===== config.mk =====
export PLATFORM = sky130hd
export DESIGN_NAME = cmn_step_counter
export DESIGN_NICKNAME = d
export VERILOG_FILES = /design/src/rtl/cmn_counter_pkg.sv /design/src/rtl/cmn_ResetReg.sv /design/src/rtl/cmn_step_counter.sv
export SDC_FILE = /design/constraint.sdc
export NUM_CORES = 1
export LEC_CHECK = 0
export CAP_MARGIN = 20
export CORE_AREA = 2 2 40 42
export DETAILED_ROUTE_END_ITERATION = 8
export DIE_AREA = 0 0 42 44
export GPL_ROUTABILITY_DRIVEN = 0
export GPL_TIMING_DRIVEN = 0
export PLACE_DENSITY_LB_ADDON = 0.1
export SLEW_MARGIN = 25
export SYNTH_ARGS = -nofsm -noshare
export SYNTH_HDL_FRONTEND = slang
export SYNTH_SLANG_ARGS = --single-unit

===== constraint.sdc =====
create_clock -name clk -period 1.95 [get_ports clk]
set_input_delay 0.39 -clock clk [delete_from_list [all_inputs] [get_ports clk]]
set_output_delay 0.39 -clock clk [all_outputs]
set_load 0.05 [all_outputs]

===== src/rtl/cmn_counter_pkg.sv =====
// Shared definitions for the cmn counter family: bound-handling mode constants.
package cmn_counter_pkg;

  localparam int CMN_COUNTER_SATURATE = 0;
  localparam int CMN_COUNTER_WRAP     = 1;

endpackage : cmn_counter_pkg


===== src/rtl/cmn_ResetReg.sv =====
// Generic register with synchronous active-high reset to a parameterised value.
module cmn_ResetReg #(
  parameter int                 p_nbits       = 1,
  parameter logic [p_nbits-1:0] p_reset_value = {p_nbits{1'b0}}
) (
  input  logic               clk,
  input  logic               reset,
  input  logic [p_nbits-1:0] d,
  output logic [p_nbits-1:0] q
);

  // State update: reset value on reset, otherwise capture d.
  always_ff @(posedge clk) begin
    if (reset) begin
      q <= p_reset_value;
    end else begin
      q <= d;
    end
  end

endmodule : cmn_ResetReg


===== src/rtl/cmn_step_counter.sv =====
// Bounded up/down counter with variable step, wrap or saturate at [min,max],
// and registered one-cycle overflow/underflow pulses.
module cmn_step_counter
  import cmn_counter_pkg::*;
#(
  parameter int p_count_nbits       = 4,
  parameter int p_step_nbits        = 3,
  parameter int p_count_min_value   = 0,
  parameter int p_count_max_value   = 15,
  parameter int p_count_clear_value = 0,
  parameter int p_wrap              = 1
) (
  input  logic                     clk,
  input  logic                     reset,
  input  logic                     clear,
  input  logic                     load,
  input  logic [p_count_nbits-1:0] load_value,
  input  logic                     increment,
  input  logic                     decrement,
  input  logic [p_step_nbits-1:0]  step,
  output logic [p_count_nbits-1:0] count,
  output logic                     count_is_min,
  output logic                     count_is_max,
  output logic                     count_is_zero,
  output logic                     overflow,
  output logic                     underflow
);

  // Two guard bits keep count+step and count+span-step exact.
  localparam int                lp_w     = p_count_nbits + 2;
  localparam logic [lp_w-1:0]   lp_min   = lp_w'(p_count_min_value);
  localparam logic [lp_w-1:0]   lp_max   = lp_w'(p_count_max_value);
  localparam logic [lp_w-1:0]   lp_span  = lp_w'(p_count_max_value - p_count_min_value + 1);
  localparam logic [p_count_nbits-1:0] lp_clear = p_count_nbits'(p_count_clear_value);

  generate
    if ((p_count_min_value < 0) ||
        (p_count_max_value <= p_count_min_value) ||
        (p_count_max_value > (2 ** p_count_nbits) - 1) ||
        (p_count_clear_value < p_count_min_value) ||
        (p_count_clear_value > p_count_max_value) ||
        ((p_wrap != CMN_COUNTER_WRAP) && (p_wrap != CMN_COUNTER_SATURATE))) begin : g_param_check
      $error("cmn_step_counter: illegal parameter combination");
    end
  endgenerate

  logic [lp_w-1:0]          count_w_s;
  logic [lp_w-1:0]          load_w_s;
  logic [lp_w-1:0]          step_w_s;
  logic [lp_w-1:0]          eff_step_s;
  logic [lp_w-1:0]          sum_s;
  logic [lp_w-1:0]          dn_wrap_s;
  logic [lp_w-1:0]          dn_floor_s;
  logic [p_count_nbits-1:0] next_count_s;
  logic                     next_overflow_s;
  logic                     next_underflow_s;

  // Next-state selection: clear > load > step > hold (reset lives in the registers).
  always_comb begin
    count_w_s        = {2'b00, count};
    load_w_s         = {2'b00, load_value};
    step_w_s         = lp_w'(step);
    eff_step_s       = (step_w_s > lp_span) ? lp_span : step_w_s;
    sum_s            = count_w_s + eff_step_s;
    dn_wrap_s        = count_w_s + lp_span - eff_step_s;
    dn_floor_s       = lp_min + eff_step_s;
    next_count_s     = count;
    next_overflow_s  = 1'b0;
    next_underflow_s = 1'b0;
    if (clear) begin
      next_count_s = lp_clear;
    end else if (load) begin
      if (load_w_s < lp_min) begin
        next_count_s = p_count_nbits'(lp_min);
      end else if (load_w_s > lp_max) begin
        next_count_s = p_count_nbits'(lp_max);
      end else begin
        next_count_s = load_value;
      end
    end else if (increment && !decrement && (eff_step_s != {lp_w{1'b0}})) begin
      if (sum_s > lp_max) begin
        next_overflow_s = 1'b1;
        if (p_wrap == CMN_COUNTER_WRAP) begin
          next_count_s = p_count_nbits'(sum_s - lp_span);
        end else begin
          next_count_s = p_count_nbits'(lp_max);
        end
      end else begin
        next_count_s = p_count_nbits'(sum_s);
      end
    end else if (decrement && !increment && (eff_step_s != {lp_w{1'b0}})) begin
      // count - step < min rewritten as count < min + step to stay unsigned.
      if (count_w_s < dn_floor_s) begin
        next_underflow_s = 1'b1;
        if (p_wrap == CMN_COUNTER_WRAP) begin
          next_count_s = p_count_nbits'(dn_wrap_s);
        end else begin
          next_count_s = p_count_nbits'(lp_min);
        end
      end else begin
        next_count_s = p_count_nbits'(count_w_s - eff_step_s);
      end
    end else begin
      next_count_s = count;
    end
  end

  cmn_ResetReg #(
    .p_nbits       (p_count_nbits),
    .p_reset_value (lp_clear)
  ) u_count_reg (
    .clk   (clk),
    .reset (reset),
    .d     (next_count_s),
    .q     (count)
  );

  cmn_ResetReg #(
    .p_nbits       (1),
    .p_reset_value (1'b0)
  ) u_overflow_reg (
    .clk   (clk),
    .reset (reset),
    .d     (next_overflow_s),
    .q     (overflow)
  );

  cmn_ResetReg #(
    .p_nbits       (1),
    .p_reset_value (1'b0)
  ) u_underflow_reg (
    .clk   (clk),
    .reset (reset),
    .d     (next_underflow_s),
    .q     (underflow)
  );

  assign count_is_min  = ({2'b00, count} == lp_min);
  assign count_is_max  = ({2'b00, count} == lp_max);
  assign count_is_zero = (count == {p_count_nbits{1'b0}});

endmodule : cmn_step_counter


### Word level (Yosys, flattened, before mapping)

Index checks and enable logic that the tools add are counted.

* register bits after elaboration: 6
* bits of input ports: 13
* output and inout bits: 9
* logic and storage cells: 32

* add/sub/neg operators: 5
* $lt $le $gt $ge: 2
* equal/unequal tests: 1
* muxes and demuxes: 7
* bitwise gates (word level): 2
* reduce and logical (&&, ||, !) cells: 12

Operators with widths (number)
* 4-bit 2-to-1 mux: 5
* 4-bit by 3-bit subtractor with 4-bit output: 2
* 3-bit nonzero test: 2
* 4-bit by 3-bit adder with 5-bit output: 1
* 5-bit by 4-bit > comparator with 1-bit output (second input constant): 1
* 5-bit OR reduction: 1
* 4-bit by 1-bit adder with 4-bit output (second input constant): 1
* 4-bit equality test (second input constant): 1
* 1-bit logical AND: 4
* 4-bit zero test: 1
* 4-bit by 3-bit < comparator with 1-bit output: 1
* 4-bit OR reduction: 1
* 4-bit by 1-bit subtractor with 4-bit output (second input constant): 1
* 1-bit zero test: 2
* 1-bit 2-to-1 mux: 2
* 1-bit NOT: 2
* 2-bit OR reduction: 1

### Depth between registers and ports, before layout

Gate-level depths: netlist (run 1).

* word-level depth: 6
* depth in mapped cells: 8
* mapped depth without buffers: 8

### By module

A second synthesis (run 1) with hierarchy kept.

* cell total of the unflattened synthesis: 76
* area, all modules: 604.3 um2

Modules (own cells, without submodules)
* cmn_step_counter: times used 1, cells an instance 64, area each 431.7 um2, sequential area each 0.0 um2
* cmn_ResetReg at u_count_reg: times used 1, cells an instance 8, area each 105.1 um2, sequential area each 80.1 um2
* cmn_ResetReg at u_overflow_reg ...: times used 2, cells an instance 2, area each 33.8 um2, sequential area each 20.0 um2

### Least setup slack after synthesis (run 1)

OpenSTA, ideal clock, no wires.

* kind: reg-to-output
* start: register u_count_reg.q[3]
* end: output port count_is_zero
* arrival time: 2603 ps
* required time: 1560 ps
* setup slack: -1043 ps
* stages on the path, launching flop included: 3
* path buffers: 1
* cells stage by stage: dfxtp_1 > nor4_1 > buf_4

* word-level cells in the longest chain between the ends: 1

Ends and longest elaborated chain
* from (decl): line cmn_ResetReg.sv:9 `output logic [p_nbits-1:0] q`
* from (signal assigned): line cmn_ResetReg.sv:15 `q <= p_reset_value;`
* 4-bit zero test
* to (decl): line cmn_step_counter.sv:24 `output logic count_is_zero,`

No other way between the ends.

### Worst setup path after layout (run 1)

* start: register u_count_reg.q[1]
* end: output port count_is_max

* word-level cells in the longest chain between the ends: 1

Ends and longest elaborated chain
* 4-bit equality test: line cmn_step_counter.sv:139 `assign count_is_max = ({2'b00, count} == lp_max);`
* to (decl): line cmn_step_counter.sv:23 `output logic count_is_max,`

No other way between the ends.

==> implementation parameters, run 1 <==
Parameter                              Value

Routing
  Post-detailed-route count of antenna-violating nets ... 0
  Routed via count divided by cell count ... 5.057
  Met2 wirelength from detailed routing ... 617 um
  Final Routed Wirelength ... 1277 um
  Detailed router's first-iteration violation count ... 4
  Metal1 wirelength ... 596 um
  Uppermost routed layer ... met4
  Detailed-routing iteration count for the pre-antenna-repair pass ... 3
  Mean routed wirelength per cell ... 12.16 um
  Via count ... 531
  Detailed route wirelength on metal3 ... 54 um
  Post-route DRC violation count ... 0

STA
  Unrepaired setup endpoints after global routing ... false
  Final period util ... 0.9574
  Highest Clock Rate ... 0.5356 GHz
  Final Hold Viols ... 0
  Actual slew at the worst max-slew pin ... 0.4972 ns
  Slew Limit Headroom ... 0.6680
  Worst setup skew after layout ... 0.005077 ns
  Summed negative setup slack over all endpoints ... 0 ns
  Setup violations, final ... 0
  Final Max Slew Viols ... 0
  Final critical-path required period ... 1.867 ns

Finish
  Most frequent standard cell in the layout excluding fill and tap cells ... sky130_fd_sc_hd__clkdlybuf4s50_1
  Final Instance Area ... 845.8 um2
  Antenna Cells ... 0
  Post-layout util ... 0.5961
  Post-route insts no fill ... 105
  Layout Nets ... 111
  Area overhead of the layout relative to synthesis ... 49.23%
  Share of post-route cells with drive strength above 1 ... 0.1910
  Commonest non-fill, non-tap cells in the layout ... sky130_fd_sc_hd__clkdlybuf4s50_1 (12), sky130_fd_sc_hd__dlygate4sd2_1 (6), sky130_fd_sc_hd__nand2_1 (5), sky130_fd_sc_hd__nor2_1 (5)

Yosys
  Count of yosys warnings during synthesis ... 0
  Mean instance size in the synthesized netlist ... 8.856 um2
  Mapped Nets ... 85
  Combined area of all synthesized cells ... 566.8 um2
  Async set-or-reset flop fraction in the synthesized netlist ... 0
  Sequential share of the synthesized area ... 0.2119
  Register bit total from synthesis ... 6
  Commonest register cell after synthesis ... sky130_fd_sc_hd__dfxtp_1
  Number of distinct library cells after synthesis ... 32
  Number of instances in the synthesized netlist ... 64
  Number of enable-type register cells in the synthesized netlist ... 0

Die
  Area of the die ... 1848 um2
  Total I/O pin count ... 22
  Number of rows in the core area ... 14
  Initial Utilization ... 0.3995
  Die Y-Extent ... 44 um
  Area inside the core boundary ... 1419 um2
  Horizontal die dimension ... 42 um

Critical path
  Crit path cell chain ... inv_1, nor3_2, clkdlybuf4s15_1
  Required time worst endpoint ... 1.56 ns
  Logic depth of the worst register-to-register path ... 8
  Critical path type ... flip-flop to primary output
  Master of the slowest instance on the critical path ... sky130_fd_sc_hd__clkdlybuf4s15_1
  Critical Path End Type ... primary output
  R2r setup slk ... 0.12 ns
  Peak fanout along the critical path ... 7
  Delay of the slowest critical-path stage ... 0.51 ns
  Endpoint of the most critical register-to-register path ... u_count_reg.q[2]
  Setup crit start kind ... flip-flop
  Crit path from ... u_count_reg.q[1]
  Critical Path Sink ... count_is_max
  Data arrival time at the worst-slack endpoint ... 1.48 ns
  Worst flop-to-flop path startpoint ... u_count_reg.q[0]

Global routing
  Largest net degree at the start of global routing ... 9
  Remaining global-route overflow ... 0
  GR Util All Layers ... 0.1538
  Number of antenna violations at the first check in global routing ... 0
  Vias in the first global route ... 485
  Global-route wire length before repair ... 2118 um

Outcome
  Run status ... completed

Placement
  Placed inst area ... 822.0 um2
  Number of input and output port buffers inserted ... 21
  Placed wire-length estimate after detailed placement ... 1036 um
  Number of instances in the placed design ... 101

Clock network
  Clock Root Buffer ... sky130_fd_sc_hd__clkbuf_4
  Number of buffers created by CTS ... 3
  Setup Fix Bufs, Post-CTS ... 0
  H-Tree Depth ... 1
  Clock Sinks ... 6
  Number of buffers on the longest clock path ... 2
  Number of buffers added to fix hold violations after cts ... 0
  Count of instances resized after the clock tree is built ... 11
  CTS tree ... done
  Skew-Pair Late Insertion Delay ... 0.24 ns
  Clock transition time at the flip-flop clock pins of the worst setup and hold paths ... 0.05 ns

Pwr
  Cell Pwr Density ... 509.5 nW/um2
  Power Total ... 430.9 uW
  LEAKAGE ... 0.3914 nW
  Maximum resistive drop on vdd ... 0.0004135 V

Worst hold path
  Hold Crit Start ... u_count_reg.q[0]
  Min-delay worst type ... flip-flop to flip-flop

Run
  Max-cap violation count ... 0
report_power, final:
part	total (mW)	switching (mW)	leakage, nW	internal, mW
Sequential	0.137	0.00992	0.0500	0.127
Combinational	0.172	0.0949	0.326	0.0774
Clock	0.121	0.0439	0.0150	0.0774
routing by layer:
layer  global-route usage  up-vias
met5                    0        -
met4              0.09677        0
met3              0.02917        2
met2               0.2438       13
met1               0.1929      239
li1                     -      277
layout make-up:
| class | count | area (um2) |
|---|---|---|
| fill | 136 | 573.1 |
| multi-input combinational | 52 | 445.4 |
| timing repair buffer | 21 | 202.7 |
| sequential | 6 | 125.1 |
| clock buffer | 4 | 26.28 |
| tap | 16 | 20.02 |
| inverter | 5 | 18.77 |
| buffer | 1 | 7.507 |
worst max-delay path: cells and delay by family, from the launching register on:
family | cells | cell delay, ns
buf+inv | 2 | 0.64
flops | 1 | 0.43
simple gates | 1 | 0.16
through the flow:
| stage | setup WS, ns | hold WS (ns) |
|---|---|---|
| 2_1_floorplan | -0.02402 | 0.5145 |
| 3_3_place_gp | -0.4061 | 0.6404 |
| 3_5_place_dp | -0.4515 | 0.6424 |
| 4_1_cts | 0.02932 | 0.6508 |
| 5_1_grt | 0.001631 | 0.7013 |
| 6_report | 0.08306 | 0.6491 |
sequential cells by signal, indices dropped and copies added (netlist names):
name / flops
u_underflow_reg.q: 1
u_count_reg.q: 4
u_overflow_reg.q: 1
kinds of logic after synthesis:
family / Yosys count / synth area share
AO/OA/AOI/OAI: 16 / 0.2384
AND/OR/NAND/NOR: 25 / 0.2539
flip-flops: 6 / 0.2119
adder cells (fa/ha/maj): 8 / 0.2031
buffers and inverters: 6 / 0.04635
XOR/XNOR: 3 / 0.04637
worst min path at each step:
stage	cells past startpoint	to
global route	3	u_count_reg.q[0]
global placement	3	u_count_reg.q[0]
CTS	3	u_count_reg.q[0]
detailed placement	3	u_count_reg.q[0]
floorplan	2	u_count_reg.q[0]
finish	3	u_count_reg.q[0]
Yosys cell counts (all sizes together) (2+ instances only):
master  n  area share
nor2    5       0.033
xor2    2       0.031
dfxtp   6        0.21
nor3    5       0.064
or2b    2       0.029
fa      2       0.071
nor2b   4       0.044
inv     5       0.033
o211a   2       0.035
o21ai   2       0.018
ha      6        0.13
a21oi   2       0.018
nand2   5       0.033
Note: power is estimated with default switching activity, not from simulation.
==> inputs of run 2 (changes only) <==
--- a/config.mk
+++ b/config.mk
@@ -12,7 +12,8 @@
 export GPL_ROUTABILITY_DRIVEN = 0
 export GPL_TIMING_DRIVEN = 0
 export PLACE_DENSITY_LB_ADDON = 0.1
-export SLEW_MARGIN = 25
+export SKIP_LAST_GASP = 1
+export SLEW_MARGIN = 20
 export SYNTH_ARGS = -nofsm -noshare
 export SYNTH_HDL_FRONTEND = slang
 export SYNTH_SLANG_ARGS = --single-unit
==> constraint.sdc (replaced) <==
create_clock -name clk -period 2.1 [get_ports clk]
set_input_delay 0.42 -clock clk [delete_from_list [all_inputs] [get_ports clk]]
set_output_delay 0.42 -clock clk [all_outputs]
set_load 0.05 [all_outputs]
==> run 2 against run 1 <==
Clock skew shrank 0.0014 ns. Critical path depth unchanged. Clock-buffer cell count down 1. Final cell count shrank 0.95%. Utilization down 0.79 points. Routed wire length grew 7.8%. Sequential cell count stayed put. Worst setup slack better by 0.010 ns. Via count up 4.1%. Critical path type unchanged. Non-clock buffer count did not move. Largest power group unchanged.
==> implementation parameters, run 2 (synthesized netlist as in run 1, its figures left out) <==
Parameter                              Value

Pwr
  Cell Pwr Density ... 468.6 nW/um2
  Sequential share of power ... 0.326
  Relative contribution of the clock network to total power ... 0.269
  Internal Power ... 253.7 uW
  LEAKAGE ... 0.3629 nW
  Reported net switching power ... 137.4 uW
  Maximum resistive drop on vdd ... 0.0003091 V
  Combinational share of power ... 0.404
  Power Total ... 391.1 uW
  Sw Ratio ... 0.3514

Die
  Initial Utilization ... 0.3995
  Area of the die ... 1848 um2
  Area inside the core boundary ... 1419 um2
  Number of rows in the core area ... 14
  Total I/O pin count ... 22
  Horizontal die dimension ... 42 um
  Die Y-Extent ... 44 um

Finish
  Antenna Cells ... 0
  Layout Nets ... 111
  Post-layout util ... 0.5882
  Share of post-route cells with drive strength above 1 ... 0.1932
  Register with the most flip-flops ... u_count_reg.q
  Most frequent standard cell in the layout excluding fill and tap cells ... sky130_fd_sc_hd__clkdlybuf4s50_1
  Area overhead of the layout relative to synthesis ... 47.24%
  Commonest non-fill, non-tap cells in the layout ... sky130_fd_sc_hd__clkdlybuf4s50_1 (15), sky130_fd_sc_hd__nand2_1 (5), sky130_fd_sc_hd__nor2_1 (5), sky130_fd_sc_hd__dlygate4sd2_1 (5)
  Biggest registers after layout ... u_count_reg.q (4), u_overflow_reg.q (1), u_underflow_reg.q (1)
  Number of flip-flops under the largest register name ... 4

Routing
  Via count ... 553
  Post-route DRC violation count ... 0
  Routed via count divided by cell count ... 5.317
  Final Routed Wirelength ... 1376 um
  Uppermost routed layer ... met4
  Detailed-routing iteration count for the pre-antenna-repair pass ... 4
  Metal1 wirelength ... 638 um
  Detailed route wirelength on metal3 ... 48 um
  Mean routed wirelength per cell ... 13.23 um
  Post-detailed-route count of antenna-violating nets ... 0
  Detailed router's first-iteration violation count ... 14
  Met2 wirelength from detailed routing ... 680 um

STA
  Unrepaired setup endpoints after global routing ... false
  Actual slew at the worst max-slew pin ... 0.4954 ns
  Setup violations, final ... 0
  Final period util ... 0.9554
  Highest Clock Rate ... 0.4984 GHz
  Final Hold Viols ... 0
  Final critical-path required period ... 2.006 ns
  Final Max Slew Viols ... 0
  Worst setup skew after layout ... 0.003662 ns
  Slew Limit Headroom ... 0.6687

Critical path
  Peak fanout along the critical path ... 6
  Setup crit start kind ... flip-flop
  Required time worst endpoint ... 1.68 ns
  Master of the slowest instance on the critical path ... sky130_fd_sc_hd__clkdlybuf4s15_1
  Crit path cell chain ... nor4_2, buf_4, clkdlybuf4s15_1
  Endpoint of the most critical register-to-register path ... u_count_reg.q[2]
  Critical Path End Type ... primary output
  Worst flop-to-flop path startpoint ... u_count_reg.q[0]
  R2r setup slk ... 0.28 ns
  Delay of the slowest critical-path stage ... 0.48 ns
  Logic depth of the worst register-to-register path ... 8
  Data arrival time at the worst-slack endpoint ... 1.59 ns
  Critical path type ... flip-flop to primary output

Global routing
  Number of antenna violations at the first check in global routing ... 0
  GR Util All Layers ... 0.1776
  Largest net degree at the start of global routing ... 9
  Remaining global-route overflow ... 0
  Global-route wire length before repair ... 2428 um
  Vias in the first global route ... 530

Placement
  Placed wire-length estimate after detailed placement ... 1104 um
  Number of input and output port buffers inserted ... 21

Clock network
  Clock Root Buffer ... sky130_fd_sc_hd__clkbuf_4
  Clock Sinks ... 6
  Number of buffers created by CTS ... 3
  Skew-Pair Late Insertion Delay ... 0.24 ns
  CTS tree ... done
  Setup Fix Bufs, Post-CTS ... 0
  Clock transition time at the flip-flop clock pins of the worst setup and hold paths ... 0.05 ns
  Number of buffers on the longest clock path ... 2
  H-Tree Depth ... 1
  Number of buffers added to fix hold violations after cts ... 0

Worst hold path
  Hold Crit Start ... u_count_reg.q[0]
  Sink of the worst hold path ... u_count_reg.q[0]
  WHS Path Cells ... 3
  Min-delay worst type ... flip-flop to flip-flop

Run
  Max-cap violation count ... 0

Outcome
  Run status ... completed
run 2: cell count changes in the layout (fill, tap and decap cells not counted), sizes merged:
cell / delta
clkdlybuf4s50: +3
clkbuf: -1
dlymetal6s2s: -1
dlygate4sd2: -1
buf: -1
run 2: power by group through the flow:
| stage | registers (mW) | logic (mW) | clock network (mW) |
|---|---|---|---|
| finish | 0.128 | 0.158 | 0.105 |
| global route | 0.128 | 0.173 | 0.120 |
| CTS | 0.128 | 0.159 | 0.109 |
| detailed placement | 0.130 | 0.162 | 0 |
| global placement | 0.130 | 0.161 | 0 |
| floorplan | 0.142 | 0.0875 | 0 |
run 2: critical path: cells and delay by family, from the launching register on:
family,cells,cell delay [ns]
flip-flops,1,0.38
AND/OR/NAND/NOR,1,0.33
buffers and inverters,2,0.63
run 2: worst max-delay path by stage:
stage / start / slack, ns / end
6_report: u_count_reg.q[3] / 0.09 / count_is_zero
3_3_place_gp: step[1] / -0.31 / u_count_reg.q[3]
2_1_floorplan: u_count_reg.q[3] / -0.28 / count_is_zero
3_5_place_dp: step[1] / -0.34 / u_count_reg.q[3]
5_1_grt: u_count_reg.q[3] / 0.01 / count_is_zero
4_1_cts: u_count_reg.q[3] / 0.04 / count_is_zero
run 2: cell type report:
cell class                 count  area (um2)
buffer                         1       7.507
sequential                     6       122.6
timing repair buffer          21       203.9
inverter                       5       18.77
tap                           16       20.02
clock buffer                   3       22.52
multi-input combinational     52       439.2
fill                         142       584.3
run 2: repair_timing:
item / 4_1_cts / 5_1_grt
setup endpoints to repair: 6 / 1
resized for setup: 9 / 1
pin swaps: 1 / 0
run 2: per-layer routing:
layer  up-vias  GRT usage
li1        281          -
met1       260     0.2214
met2        10     0.2938
met3         2    0.05417
met4         0    0.05806
met5         -          0
run 2: through the flow:
step | instances | TNS [ns] | hold slack [ns] | worst slack (ns) | instance area, um2
6_report | 104 | 0 | 0.6403 | 0.09356 | 834.6
3_3_place_gp | 101 | -0.8539 | 0.6208 | -0.3057 | 810.8
5_1_grt | 104 | 0 | 0.6869 | 0.009765 | 834.6
3_5_place_dp | 101 | -0.8982 | 0.6398 | -0.3354 | 810.8
2_1_floorplan | 64 | -0.2755 | 0.5473 | -0.2755 | 580.6
4_1_cts | 104 | 0 | 0.6440 | 0.04215 | 833.3
